<file path="config.mk">
export PLATFORM = sky130hd
export DESIGN_NAME = pcpu_board_top
export DESIGN_NICKNAME = d
export VERILOG_FILES = /design/src/rtl/pcpu_board_top.sv
export SDC_FILE = /design/constraint.sdc
export NUM_CORES = 1
export LEC_CHECK = 0
export BUFFER_PORTS_ARGS = -buffer_cell sky130_fd_sc_hd__buf_2
export CAP_MARGIN = 10
export CORE_MARGIN = 8
export CORE_UTILIZATION = 25
export CTS_BUF_LIST = sky130_fd_sc_hd__clkbuf_16
export CTS_CLUSTER_SIZE = 40
export DETAILED_ROUTE_END_ITERATION = 8
export PLACE_DENSITY_LB_ADDON = 0.2
export SLEW_MARGIN = 10
export SYNTH_ARGS = -nofsm -noshare
export SYNTH_HDL_FRONTEND = slang
export SYNTH_SLANG_ARGS = --single-unit
</file>
<file path="constraint.sdc">
create_clock -name clk_100mhz -period 2 [get_ports clk_100mhz]
set_clock_uncertainty 0.05 [all_clocks]
set_input_delay 0.2 -clock clk_100mhz [delete_from_list [all_inputs] [get_ports clk_100mhz]]
set_output_delay 0.2 -clock clk_100mhz [all_outputs]
set_load 0.01 [all_outputs]
</file>
<file path="src/rtl/pcpu_board_top.sv">
// pcpu_board_top: SWORD board I/O top with a debug-word source, serial LED/7-segment drivers
// and a 640x480@60 VGA test pattern. A pipelined CPU later replaces the debug-word source.

module pcpu_serial #(
    parameter int W       = 16,
    parameter int SER_DIV = 4
) (
    input  logic         clk_i,
    input  logic         rst_ni,
    input  logic [W-1:0] data_i,
    output logic         sclk_o,
    output logic         sdo_o,
    output logic         pen_o
);
    localparam int DW = SER_DIV > 1 ? $clog2(SER_DIV) : 1;
    localparam int NW = $clog2(W);
    typedef enum logic [1:0] {S_LOAD, S_SHIFT, S_LATCH} state_t;
    state_t        st_q, st_d;
    logic [W-1:0]  sh_q, sh_d;
    logic [NW-1:0] n_q, n_d;
    logic          ph_q, ph_d, pen_q, pen_d, lc_q, lc_d;
    logic [DW-1:0] div_q;
    logic          tick;
    assign tick   = div_q == DW'(SER_DIV - 1);
    // Every output comes straight from a flop so the shift lines never glitch.
    assign sclk_o = ph_q;
    assign sdo_o  = sh_q[W-1];
    assign pen_o  = pen_q;
    always_ff @(posedge clk_i or negedge rst_ni) begin
        if (!rst_ni) begin
            div_q <= '0;
            st_q  <= S_LOAD;
            sh_q  <= '0;
            n_q   <= '0;
            ph_q  <= 1'b0;
            pen_q <= 1'b0;
            lc_q  <= 1'b0;
        end else begin
            div_q <= tick ? '0 : div_q + 1'b1;
            st_q  <= st_d;
            sh_q  <= sh_d;
            n_q   <= n_d;
            ph_q  <= ph_d;
            pen_q <= pen_d;
            lc_q  <= lc_d;
        end
    end
    always_comb begin
        st_d  = st_q;
        sh_d  = sh_q;
        n_d   = n_q;
        ph_d  = ph_q;
        pen_d = pen_q;
        lc_d  = lc_q;
        if (tick) begin
            case (st_q)
                S_LOAD: begin
                    sh_d  = data_i;
                    n_d   = '0;
                    ph_d  = 1'b0;
                    pen_d = 1'b0;
                    st_d  = S_SHIFT;
                end
                S_SHIFT: begin
                    ph_d = ~ph_q;
                    if (ph_q && n_q == NW'(W - 1)) begin
                        st_d  = S_LATCH;
                        pen_d = 1'b1;
                        lc_d  = 1'b0;
                    end else if (ph_q) begin
                        sh_d = {sh_q[W-2:0], 1'b0};
                        n_d  = n_q + 1'b1;
                    end
                end
                S_LATCH: begin
                    lc_d  = 1'b1;
                    pen_d = ~lc_q;
                    st_d  = lc_q ? S_LOAD : S_LATCH;
                end
                default: st_d = S_LOAD;
            endcase
        end
    end
endmodule

module pcpu_board_top #(
    parameter int SER_DIV = 4,
    parameter int H_VIS   = 640,
    parameter int H_FP    = 16,
    parameter int H_SYNC  = 96,
    parameter int H_BP    = 48,
    parameter int V_VIS   = 480,
    parameter int V_FP    = 10,
    parameter int V_SYNC  = 2,
    parameter int V_BP    = 33
) (
    input  logic        clk_100mhz,
    input  logic        RSTN,
    input  logic        clk200P,
    input  logic        clk200N,
    output logic [4:0]  btn_x,
    input  logic [4:0]  btn_y,
    input  logic [15:0] switch,
    output logic        led_clk,
    output logic        led_do,
    output logic        led_pen,
    output logic        seg_clk,
    output logic        seg_do,
    output logic        seg_pen,
    output logic [3:0]  vga_red,
    output logic [3:0]  vga_green,
    output logic [3:0]  vga_blue,
    output logic        vga_h_sync,
    output logic        vga_v_sync
);
    localparam int H_TOTAL = H_VIS + H_FP + H_SYNC + H_BP;
    localparam int V_TOTAL = V_VIS + V_FP + V_SYNC + V_BP;
    localparam int H_S0    = H_VIS + H_FP;
    localparam int V_S0    = V_VIS + V_FP;
    // gfedcba segment patterns for 0..F, digit 0 in the low bits.
    localparam logic [111:0] HEX = {7'h71, 7'h79, 7'h5E, 7'h39, 7'h7C, 7'h77, 7'h6F, 7'h7F,
                                    7'h07, 7'h7D, 7'h6D, 7'h66, 7'h4F, 7'h5B, 7'h06, 7'h3F};
    logic [4:0]  by1_q, by2_q, btn_s;
    logic [31:0] cnt_q, disp;
    logic [63:0] seg_data;
    logic [1:0]  pdiv_q;
    logic [9:0]  hc_q, vc_q;
    logic        hs_q, vs_q, pe, h_end, v_end, vis;
    logic [3:0]  red_q, green_q, blue_q;
    logic        unused;
    assign unused     = clk200P ^ clk200N;
    assign btn_x      = 5'b00000;
    assign btn_s      = ~by2_q;
    assign disp       = switch[1] ? {11'b0, btn_s, switch} : cnt_q;
    assign pe         = pdiv_q == 2'd3;
    assign h_end      = hc_q == 10'(H_TOTAL - 1);
    assign v_end      = vc_q == 10'(V_TOTAL - 1);
    assign vis        = hc_q < 10'(H_VIS) && vc_q < 10'(V_VIS);
    assign vga_red    = red_q;
    assign vga_green  = green_q;
    assign vga_blue   = blue_q;
    assign vga_h_sync = ~hs_q;
    assign vga_v_sync = ~vs_q;
    // Digit 7 sits in the top byte so it leaves the shifter first; segments are active-low, dp dark.
    always_comb begin
        seg_data = '0;
        for (int d = 0; d < 8; d++)
            seg_data[d*8 +: 8] = {1'b1, ~HEX[7*disp[d*4 +: 4] +: 7]};
    end
    always_ff @(posedge clk_100mhz or negedge RSTN) begin
        if (!RSTN) begin
            by1_q   <= '0;
            by2_q   <= '0;
            cnt_q   <= '0;
            pdiv_q  <= '0;
            hc_q    <= '0;
            vc_q    <= '0;
            hs_q    <= 1'b0;
            vs_q    <= 1'b0;
            red_q   <= '0;
            green_q <= '0;
            blue_q  <= '0;
        end else begin
            by1_q  <= btn_y;
            by2_q  <= by1_q;
            cnt_q  <= cnt_q + 32'(switch[0]);
            pdiv_q <= pdiv_q + 2'd1;
            if (pe) begin
                hc_q    <= h_end ? '0 : hc_q + 10'd1;
                vc_q    <= h_end ? (v_end ? '0 : vc_q + 10'd1) : vc_q;
                hs_q    <= hc_q >= 10'(H_S0) && hc_q < 10'(H_S0 + H_SYNC);
                vs_q    <= vc_q >= 10'(V_S0) && vc_q < 10'(V_S0 + V_SYNC);
                red_q   <= vis ? hc_q[7:4] : 4'h0;
                green_q <= vis ? vc_q[7:4] : 4'h0;
                blue_q  <= vis ? disp[3:0] : 4'h0;
            end
        end
    end
    pcpu_serial #(.W(16), .SER_DIV(SER_DIV)) u_led (
        .clk_i(clk_100mhz), .rst_ni(RSTN), .data_i(switch),
        .sclk_o(led_clk), .sdo_o(led_do), .pen_o(led_pen)
    );
    pcpu_serial #(.W(64), .SER_DIV(SER_DIV)) u_seg (
        .clk_i(clk_100mhz), .rst_ni(RSTN), .data_i(seg_data),
        .sclk_o(seg_clk), .sdo_o(seg_do), .pen_o(seg_pen)
    );
endmodule

</file>
==> flow_summary.toml, run 1 <==
[die]
core_area_sq_um = 40700
die_area_sq_um = 47900
num_rows = 74
fp.dieW_um = 219
start_util_pct = 25.3
die_y_um = 219
io_pins = 50

[cts]
clock_latency_ns = 0.44
clock-sinks = 182
root_buffer = "clkbuf_16"
cts-htree-levels = 4
clk_pin_slew_ns = 0.08
cts_tree = "built"
numCtsBuffers = 17
cts_buffer_depth = 2

[layout]
n_antenna_cell = 0
fillCellCount = 4255
layout.cells.non_filler = 1771
drive_gt1_share_pct = 21.0
multiInputGateArea_sq_um = 5330
synthToLayoutAreaGrowth_pct = 24.1
post-route-cell-area_sq_um = 12800
nNetsFinal = 1316
final_util_pct = 31.4
seq_area_sq_um = 4550

[flow_run]
cap_violations = 0

[detailed_routing]
detail-route-antenna-nets = 0
firstDrtPassIters = 5
vias_per_cell = 4.67
wirelength_um = 25600
dr_total_vias = 8266
drt_iter0_markers = 299
drc = 0
post_drt_wl_per_cell_um = 14.5

[placed_design]
placed_cells = 1728
postPlaceCellArea_sq_um = 12000
hpwlAfterDp_um = 18500
pre_cts_slack_ns = -0.0806
gp_congestion = 0.783
port_buffers = 42

[global_route]
gr-total-overflow = 0
first_global_vias = 8379
antenna_found_initial = 0
grt_pass1_wl_um = 43700
grt_start_max_net_pins = 61
track_usage_pct = 11.1

[sta]
worst-slew-pin-transition_ns = 0.522
setup_slack_ns = 0.119
period_share_pct = 94.0
relSlewSlack_pct = 65.2
final.setup.tns_ns = 0
max_freq_mhz = 532
period_minus_slack_ns = 1.88
finalSetupViolCount = 0
fin_hold_ws_ns = 0.0449
slew_viol_final = 0
hold_violations = 0

[setup_path]
crit_chain = "inv_2 -> ha_2 -> or4b_4 -> nor4_4 -> buf_4 -> o21ai_0 -> nand2_1 -> o21ai_1"
slowest_stage = "or4b_4"
max_stage_delay_ns = 0.46
worstPathRequired_ns = 2.28
startpoint_type = "flip-flop"
criticalPathCategory = "reg -> reg"
crit_arrival_ns = 2.16
worstPathMaxFanout = 5
end_kind = "flip-flop"

[power]
peakVddDrop_uv = 601
powerDensity_nw_per_um2 = 672
p_leak_nw = 5.80
power_mw = 8.58

[hold_path]
hold_path_class = "in -> reg"

[synth]
synth-compound-area-share_pct = 18.2
synth_edf_count = 0
ys.warnings.count = 0
synth_area_per_cell_sq_um = 9.45
synth_cell_types = 73
synthTopCellsByCount = "dfrtp_1, o21ai_0, nand2_1, nor2_1, ha_1"
synthCells = 1089
synth_most_common_cell = "dfrtp_1"
synth_top_family_by_area = "compound AO/OA/AOI/OAI gates"
synth_top_area_share_pct = 44.2
synth_top_cell_by_area = "dfrtp_1"
synth_mux_area_share_pct = 5.98
synth_xor_area_share_pct = 3.40
synth_seq_cells = 182
ys_seq_area_share_pct = 44.2
synthSimpleGateAreaFrac_pct = 15.0
yosys-top-cells-area = "dfrtp_1, ha_1, o21ai_0"
synth_flop_cell = "dfrtp_1"
ys_async_sr_fraction_pct = 100
synth_area_sq_um = 10300
synth-adder-area-share_pct = 7.78

[status]
outcome = "complete, no violations"
[final timing paths]
check	from	to	slack, ns	depth (start not counted)
worst min register to register	by1_q[0]	by2_q[0]	0.30	0
worst min-delay path	switch[9]	u_led.sh_q[9]	0.04	3
worst max register to register	vc_q[0]	vc_q[5]	0.12	8
min in group asynchronous	RSTN	u_seg.lc_q	0.18	2
worst max-delay path	vc_q[0]	vc_q[5]	0.12	8
max in group asynchronous	RSTN	u_led.st_q[0]	1.10	3
[registers in the layout, indices dropped and copies added (netlist names), 2 cells and up]
signal and count:
u_led.st_q 2, vga_blue 4, vga_red 4, u_led.sh_q 16, u_led.n_q 4, pdiv_q 2, vga_green 4, u_seg.sh_q 64
u_seg.div_q 2, hc_q 10, u_led.div_q 2, u_seg.st_q 2, cnt_q 32, by1_q 5, u_seg.n_q 6, vc_q 10
by2_q 5
[cells in the final DEF, fill, tap and decap left out, types with 37 or more instances in the layout]
| cell | n |
|---|---|
| a21oi_1 | 37 |
| ha_1 | 59 |
| nand2_1 | 111 |
| o21ai_0 | 114 |
| nor2_1 | 68 |
| buf_2 | 41 |
| mux2i_1 | 43 |
| dfrtp_1 | 182 |
| buf_4 | 124 |
| inv_1 | 54 |
[final cells by class]
type | count | share of cell area, %
well taps | 532 | 5.21
flip-flops and latches | 182 | 35.7
clock buffers | 17 | 3.33
repair buffers | 188 | 11.5
inverters | 56 | 1.65
multi-input cells | 782 | 41.7
clock inverters | 14 | 0.911
[kinds of logic after synthesis]
kind of cell               count (synthesis)
and+or+nand+nor                          323
AOI/OAI and AO/OA                        293
DFF                                      182
buffers and inverters                    129
adders and majority gates                 64
muxes                                     57
xor gates and xnor gates                  40
other                                      1
[where the power goes]
group	internal, mW	total (mW)	leakage (nW)	switching (mW)
clock network	1.62	3.21	0.261	1.59
registers	3.87	4.05	2.31	0.176
logic	0.635	1.32	3.23	0.687
[per-layer routing]
layer  global-route usage (%)  part of all wire (%)
met1                     15.2                    49
met2                     17.9                    47
met3                     2.01                   2.5
met4                     3.00                   1.0
met5                        0                     0
[critical path: cells and delay by family (launching register included)]
kind | cells | cell delay, ns
AOI/OAI and AO/OA | 2 | 0.14
and+or+nand+nor | 3 | 0.75
buffers and inverters | 2 | 0.26
DFF | 1 | 0.39
adders and majority gates | 1 | 0.16
[repair_timing]
action / CTS / global route
resized for setup: 2 / 20
pin swaps: 0 / 7
hold endpoints to repair: 185 / 0
buffers inserted: 0 / 2
endpoints found under the setup margin: 2 / 50
hold buffers: 10 / 0
No activity file was read; power rests on OpenSTA's default activity.
==> inputs of run 2 (changes only) <==
REMOVE_ABC_BUFFERS = 1   (was not set)
==> run 2 against run 1 <==
First-iteration DRC count increased by 40%. Worst hold slack lost 0.027 ns. Final cell count down 0.11%. Via count is essentially flat. Critical path depth unchanged. Total power up 1.3%. Final area decreased by 0.58%. Wire length up 5.1%. Critical path type unchanged. Highest routed layer is now met5.
==> flow_summary.toml, run 2 (synthesized netlist as in run 1, its figures left out) <==
[die]
start_util_pct = 25.3
core_area_sq_um = 40700
num_rows = 74
fp.dieW_um = 219
die_y_um = 219
io_pins = 50
die_area_sq_um = 47900

[layout]
seq_area_sq_um = 4550
final_common_cell = "dfrtp_1"
final_cell_mix = "dfrtp_1, buf_4, o21ai_0"
drive_gt1_share_pct = 20.7
fillCellCount = 4255
nNetsFinal = 1312
largestRegisters = "u_seg.sh_q x64, cnt_q x32, u_led.sh_q x16"
multiInputGateArea_sq_um = 5290
largest_reg_flops = 64
synthToLayoutAreaGrowth_pct = 23.4
largest_register = "u_seg.sh_q"

[setup_path]
r2r-end = "u_seg.sh_q[46]"
worstPathMaxFanout = 19
worstPathRequired_ns = 2.28
reg2reg_slack_ns = 0.11
startpoint_type = "flip-flop"
worst-path-buf-inv = 2
crit_arrival_ns = 2.17
rr_startpoint = "u_seg.st_q[1]"
criticalPathCategory = "reg -> reg"
r2r_cells = 8
crit_chain = "inv_1 -> ha_4 -> nand3_1 -> o21bai_2 -> nand2_2 -> buf_12 -> o2111ai_1 -> o221a_2"
end_kind = "flip-flop"
cp_top_family = "compound AO/OA/AOI/OAI gates"
slowest_stage = "dfrtp_1"
max_stage_delay_ns = 0.40

[detailed_routing]
dr_total_vias = 8268
drt-met1-wl_um = 13500
dr_wl_met3_um = 951
drc = 0
post_drt_wl_per_cell_um = 15.2
firstDrtPassIters = 4
drt_iter0_markers = 420
vias_per_cell = 4.67
top_layer_used = "met5"
wirelength_um = 27000
wl_met2_um = 12200
detail-route-antenna-nets = 0

[cts]
numCtsBuffers = 17
cts-htree-levels = 4
cts_buffer_depth = 2
clock_latency_ns = 0.44
root_buffer = "clkbuf_16"
clock-sinks = 182
clk_pin_slew_ns = 0.08
cts_tree = "built"

[sta]
hold_violations = 0
grt_setup_unrepaired = "true"
final.setup.tns_ns = 0
period_share_pct = 94.5
finalSetupViolCount = 0
relSlewSlack_pct = 64.8
setup_slack_ns = 0.110
slew_viol_final = 0
period_minus_slack_ns = 1.89
max_freq_mhz = 529
worst-slew-pin-transition_ns = 0.528

[global_route]
grt_start_max_net_pins = 48
first_global_vias = 8489
track_usage_pct = 11.5
grt_pass1_wl_um = 45100
gr-total-overflow = 0
antenna_found_initial = 3

[power]
powerDensity_nw_per_um2 = 685
peakVddDrop_uv = 436
p_leak_nw = 5.80

[placed_design]
pre_cts_slack_ns = -0.287
port_buffers = 42
hpwlAfterDp_um = 19600
gp_congestion = 0.811

[flow_run]
cap_violations = 0

[hold_path]
hold_path_class = "in -> reg"
hold_end = "u_led.sh_q[6]"
min_path_cells = 3
min_from = "switch[6]"

[status]
outcome = "complete, no violations"
[run 2: repair_timing]
| action | in CTS | in global routing |
|---|---|---|
| hold buffers | 6 | 0 |
| endpoints found under the hold margin | 46 | 0 |
| pin swaps | 0 | 4 |
| gates resized for setup | 3 | 19 |
| setup buffers | 0 | 4 |
| endpoints found under the setup margin | 5 | 54 |
[run 2: through the flow]
step           utilization (%)  std cells  area [sq um]  hold slack, ns  power, mW
2_1_floorplan                -       1020          9960          -0.146       4.79
3_3_place_gp              29.4       1726         12000           0.144       5.38
3_5_place_dp              29.4       1726         12000           0.147       5.39
4_1_cts                   30.9       1764         12600         0.00509       8.82
5_1_grt                   31.2       1768         12700          0.0196       9.15
6_report                  31.2       1769         12700          0.0181       8.69
[run 2: how the worst max path moves through the flow]
stage,slack [ns],startpoint,to,cells after the start
after floorplan,-1.69,u_seg.st_q[1],u_seg.n_q[5],7
after global placement,-0.19,switch[1],u_seg.sh_q[43],10
after detailed placement,-0.29,switch[1],u_seg.sh_q[38],9
after CTS,0.009,cnt_q[20],u_seg.sh_q[43],8
after global routing,-0.06,by2_q[4],u_seg.sh_q[43],9
final,0.11,u_seg.st_q[1],u_seg.sh_q[46],8
[run 2: area by class of cell]
| type | count | share of cell area, % |
|---|---|---|
| antenna | 1 | 0.0197 |
| clock buffer | 17 | 3.35 |
| clock inverter | 15 | 1.10 |
| inverter | 56 | 1.66 |
| multi-input combinational | 782 | 41.6 |
| sequential | 182 | 35.9 |
| tap | 532 | 5.24 |
| timing repair buffer | 184 | 11.2 |
[run 2: routing by layer]
layer,up-vias,global-route usage (%)
met5,-,0
met4,4,2.82
met2,86,18.1
li1,4147,-
met3,21,2.53
met1,4010,15.9
[run 2: tightest hold or removal path: stages]
cell	delay [ns]
buf_2	0.09
mux2i_1	0.06
o21ai_0	0.13
[run 2: where the power goes]
part | internal (mW) | total (mW) | switching, mW
Sequential | 3.87 | 4.06 | 0.184
Combinational | 0.613 | 1.28 | 0.667
Clock | 1.65 | 3.36 | 1.70
==> inputs of run 3 (changes only) <==
BUFFER_PORTS_ARGS = -buffer_cell sky130_fd_sc_hd__clkbuf_2   (was -buffer_cell sky130_fd_sc_hd__buf_2)
==> run 3 against run 2 <==
Wire length increased by 1.3%. Worst hold slack improved by 0.0070 ns. Utilization increased by 0.28 points. Critical endpoint is now u_seg.sh_q[22]. Flip-flop and latch count unchanged. Combinational power increased by 3%. Via count increased by 0.92%. Highest routed layer is now met4. Sequential share of layout area decreased by 0.32 points. Critical path type unchanged. Maximum frequency increased by 0.95%. Critical path depth unchanged. Clock power increased by 6.5%.
==> flow_summary.toml, run 3 (synthesized netlist as in run 1, its figures left out) <==
[status]
outcome = "complete, no violations"

[setup_path]
r2r-end = "u_seg.sh_q[22]"
worstPathMaxFanout = 18
rr_startpoint = "u_seg.st_q[1]"
r2r_cells = 8
worstPathRequired_ns = 2.28
end_kind = "flip-flop"
max_stage_delay_ns = 0.40
reg2reg_slack_ns = 0.13
startpoint_type = "flip-flop"
crit_arrival_ns = 2.15
criticalPathCategory = "reg -> reg"
slowest_stage = "dfrtp_1"
crit_chain = "inv_1 -> ha_2 -> inv_2 -> and3_1 -> nor2_4 -> buf_12 -> a21oi_1 -> a22o_1"

[die]
die_area_sq_um = 47900
num_rows = 74
fp.dieW_um = 219
start_util_pct = 25.3
core_area_sq_um = 40700
die_y_um = 219
io_pins = 50

[placed_design]
gp_congestion = 0.785
hpwlAfterDp_um = 19700
placed_cells = 1738
postPlaceCellArea_sq_um = 12000
port_buffers = 42

[cts]
cts_tree = "built"
cts-htree-levels = 4
clk_pin_slew_ns = 0.07
root_buffer = "clkbuf_16"
cts_buffer_depth = 2
numCtsBuffers = 17
clock-sinks = 182
clock_latency_ns = 0.45

[layout]
final_cell_mix = "dfrtp_1, buf_4, o21ai_0"
synthToLayoutAreaGrowth_pct = 24.5
drive_gt1_share_pct = 21.6
largest_reg_flops = 64
final_common_cell = "dfrtp_1"
nNetsFinal = 1325
largestRegisters = "u_seg.sh_q x64, cnt_q x32, u_led.sh_q x16"
largest_register = "u_seg.sh_q"
fillCellCount = 4311
post-route-cell-area_sq_um = 12800
layout.cells.non_filler = 1782

[global_route]
met3_usage_pct = 2.55
gr-total-overflow = 0
top_usage_layer = "met2"
track_usage_pct = 11.5
use_met1_pct = 15.0
antenna_found_initial = 0
met2_usage_pct = 19.1
grt_start_max_net_pins = 52
first_global_vias = 8539
grt_pass1_wl_um = 44700

[detailed_routing]
dr_total_vias = 8344
post_drt_wl_per_cell_um = 15.3
vias_per_cell = 4.68
drt_iter0_markers = 428
wirelength_um = 27300
drc = 0
firstDrtPassIters = 4
detail-route-antenna-nets = 0

[flow_run]
cap_violations = 0

[hold_path]
hold_path_class = "in -> reg"
min_path_cells = 3
hold_end = "u_led.sh_q[15]"
min_from = "switch[15]"

[power]
peakVddDrop_uv = 472
p_leak_nw = 5.86
powerDensity_nw_per_um2 = 698

[sta]
finalSetupViolCount = 0
period_share_pct = 93.6
slew_viol_final = 0
hold_violations = 0
period_minus_slack_ns = 1.87
max_freq_mhz = 534
==> run 3: changes by cell type in the layout (fill, tap and decap cells not counted), sizes merged <==
cell         before  now
buf             177  147
bufinv            0    2
clkinv            5    2
dlygate4sd3       6    7
clkinvlp          2    3
clkbuf           18   60
==> run 3: cell type report <==
cell class	count	area [sq um]	share of cell area, %
Antenna cell	1	2.50	0.0195
Clock buffer	17	425	3.32
Clock inverter	15	188	1.46
Inverter	56	210	1.64
Multi-Input combinational cell	782	5280	41.2
Sequential cell	182	4550	35.5
Tap cell	532	666	5.19
Timing Repair Buffer	197	1490	11.6
==> run 3: stage by stage <==
step                      hold WS, ns  util (%)    TNS, ns  worst slack [ns]  total power, mW
final                          0.0251      31.5          0             0.128             8.95
after global routing           0.0459      31.4  -0.000208         -0.000208             9.43
after CTS                      0.0110      31.2          0            0.0161             9.11
after detailed placement        0.166      29.5      -2.24            -0.160             5.43
after global placement          0.162      29.5      -1.35            -0.132             5.42
after floorplan                -0.146         -    -104.41             -1.69             4.79
==> run 3: where the power goes <==
group / total [mW] / internal [mW] / switching (mW)
registers: 4.05 / 3.87 / 0.173
clock network: 3.58 / 1.91 / 1.68
logic: 1.32 / 0.631 / 0.686
==> run 3: critical path: cells and delay by family (launching register included) <==
kind | cells | cell delay, ns
AO/OA/AOI/OAI | 2 | 0.27
AND/OR/NAND/NOR | 2 | 0.47
adder cells (fa/ha/maj) | 1 | 0.22
buffers and inverters | 3 | 0.35
flip-flops | 1 | 0.40
==> run 3: what timing repair did <==
item / in CTS / in global routing
gates resized for setup: 1 / 21
setup buffers: 0 / 3
cloned: 0 / 1
hold buffers: 7 / 0
setup endpoints to repair: 6 / 58
endpoints found under the hold margin: 51 / 0
pin swaps: 0 / 4
==> run 3: layer usage <==
layer / wire length, um / vias to the layer above
li1: - / 4171
met1: 13200 / 4049
met2: 12800 / 108
met3: 1060 / 16
met4: 274 / 0
met5: 0 / -
==> run 3: worst max path at each step <==
stage / start / endpoint / slack, ns / cells past startpoint
final: u_seg.st_q[1] / u_seg.sh_q[22] / 0.13 / 8
after global routing: cnt_q[20] / u_seg.sh_q[43] / -0.0002 / 8
after CTS: cnt_q[20] / u_seg.sh_q[43] / 0.02 / 8
after detailed placement: switch[1] / u_seg.sh_q[59] / -0.16 / 10
after global placement: switch[1] / u_seg.sh_q[43] / -0.13 / 9
after floorplan: u_seg.st_q[1] / u_seg.n_q[5] / -1.69 / 7
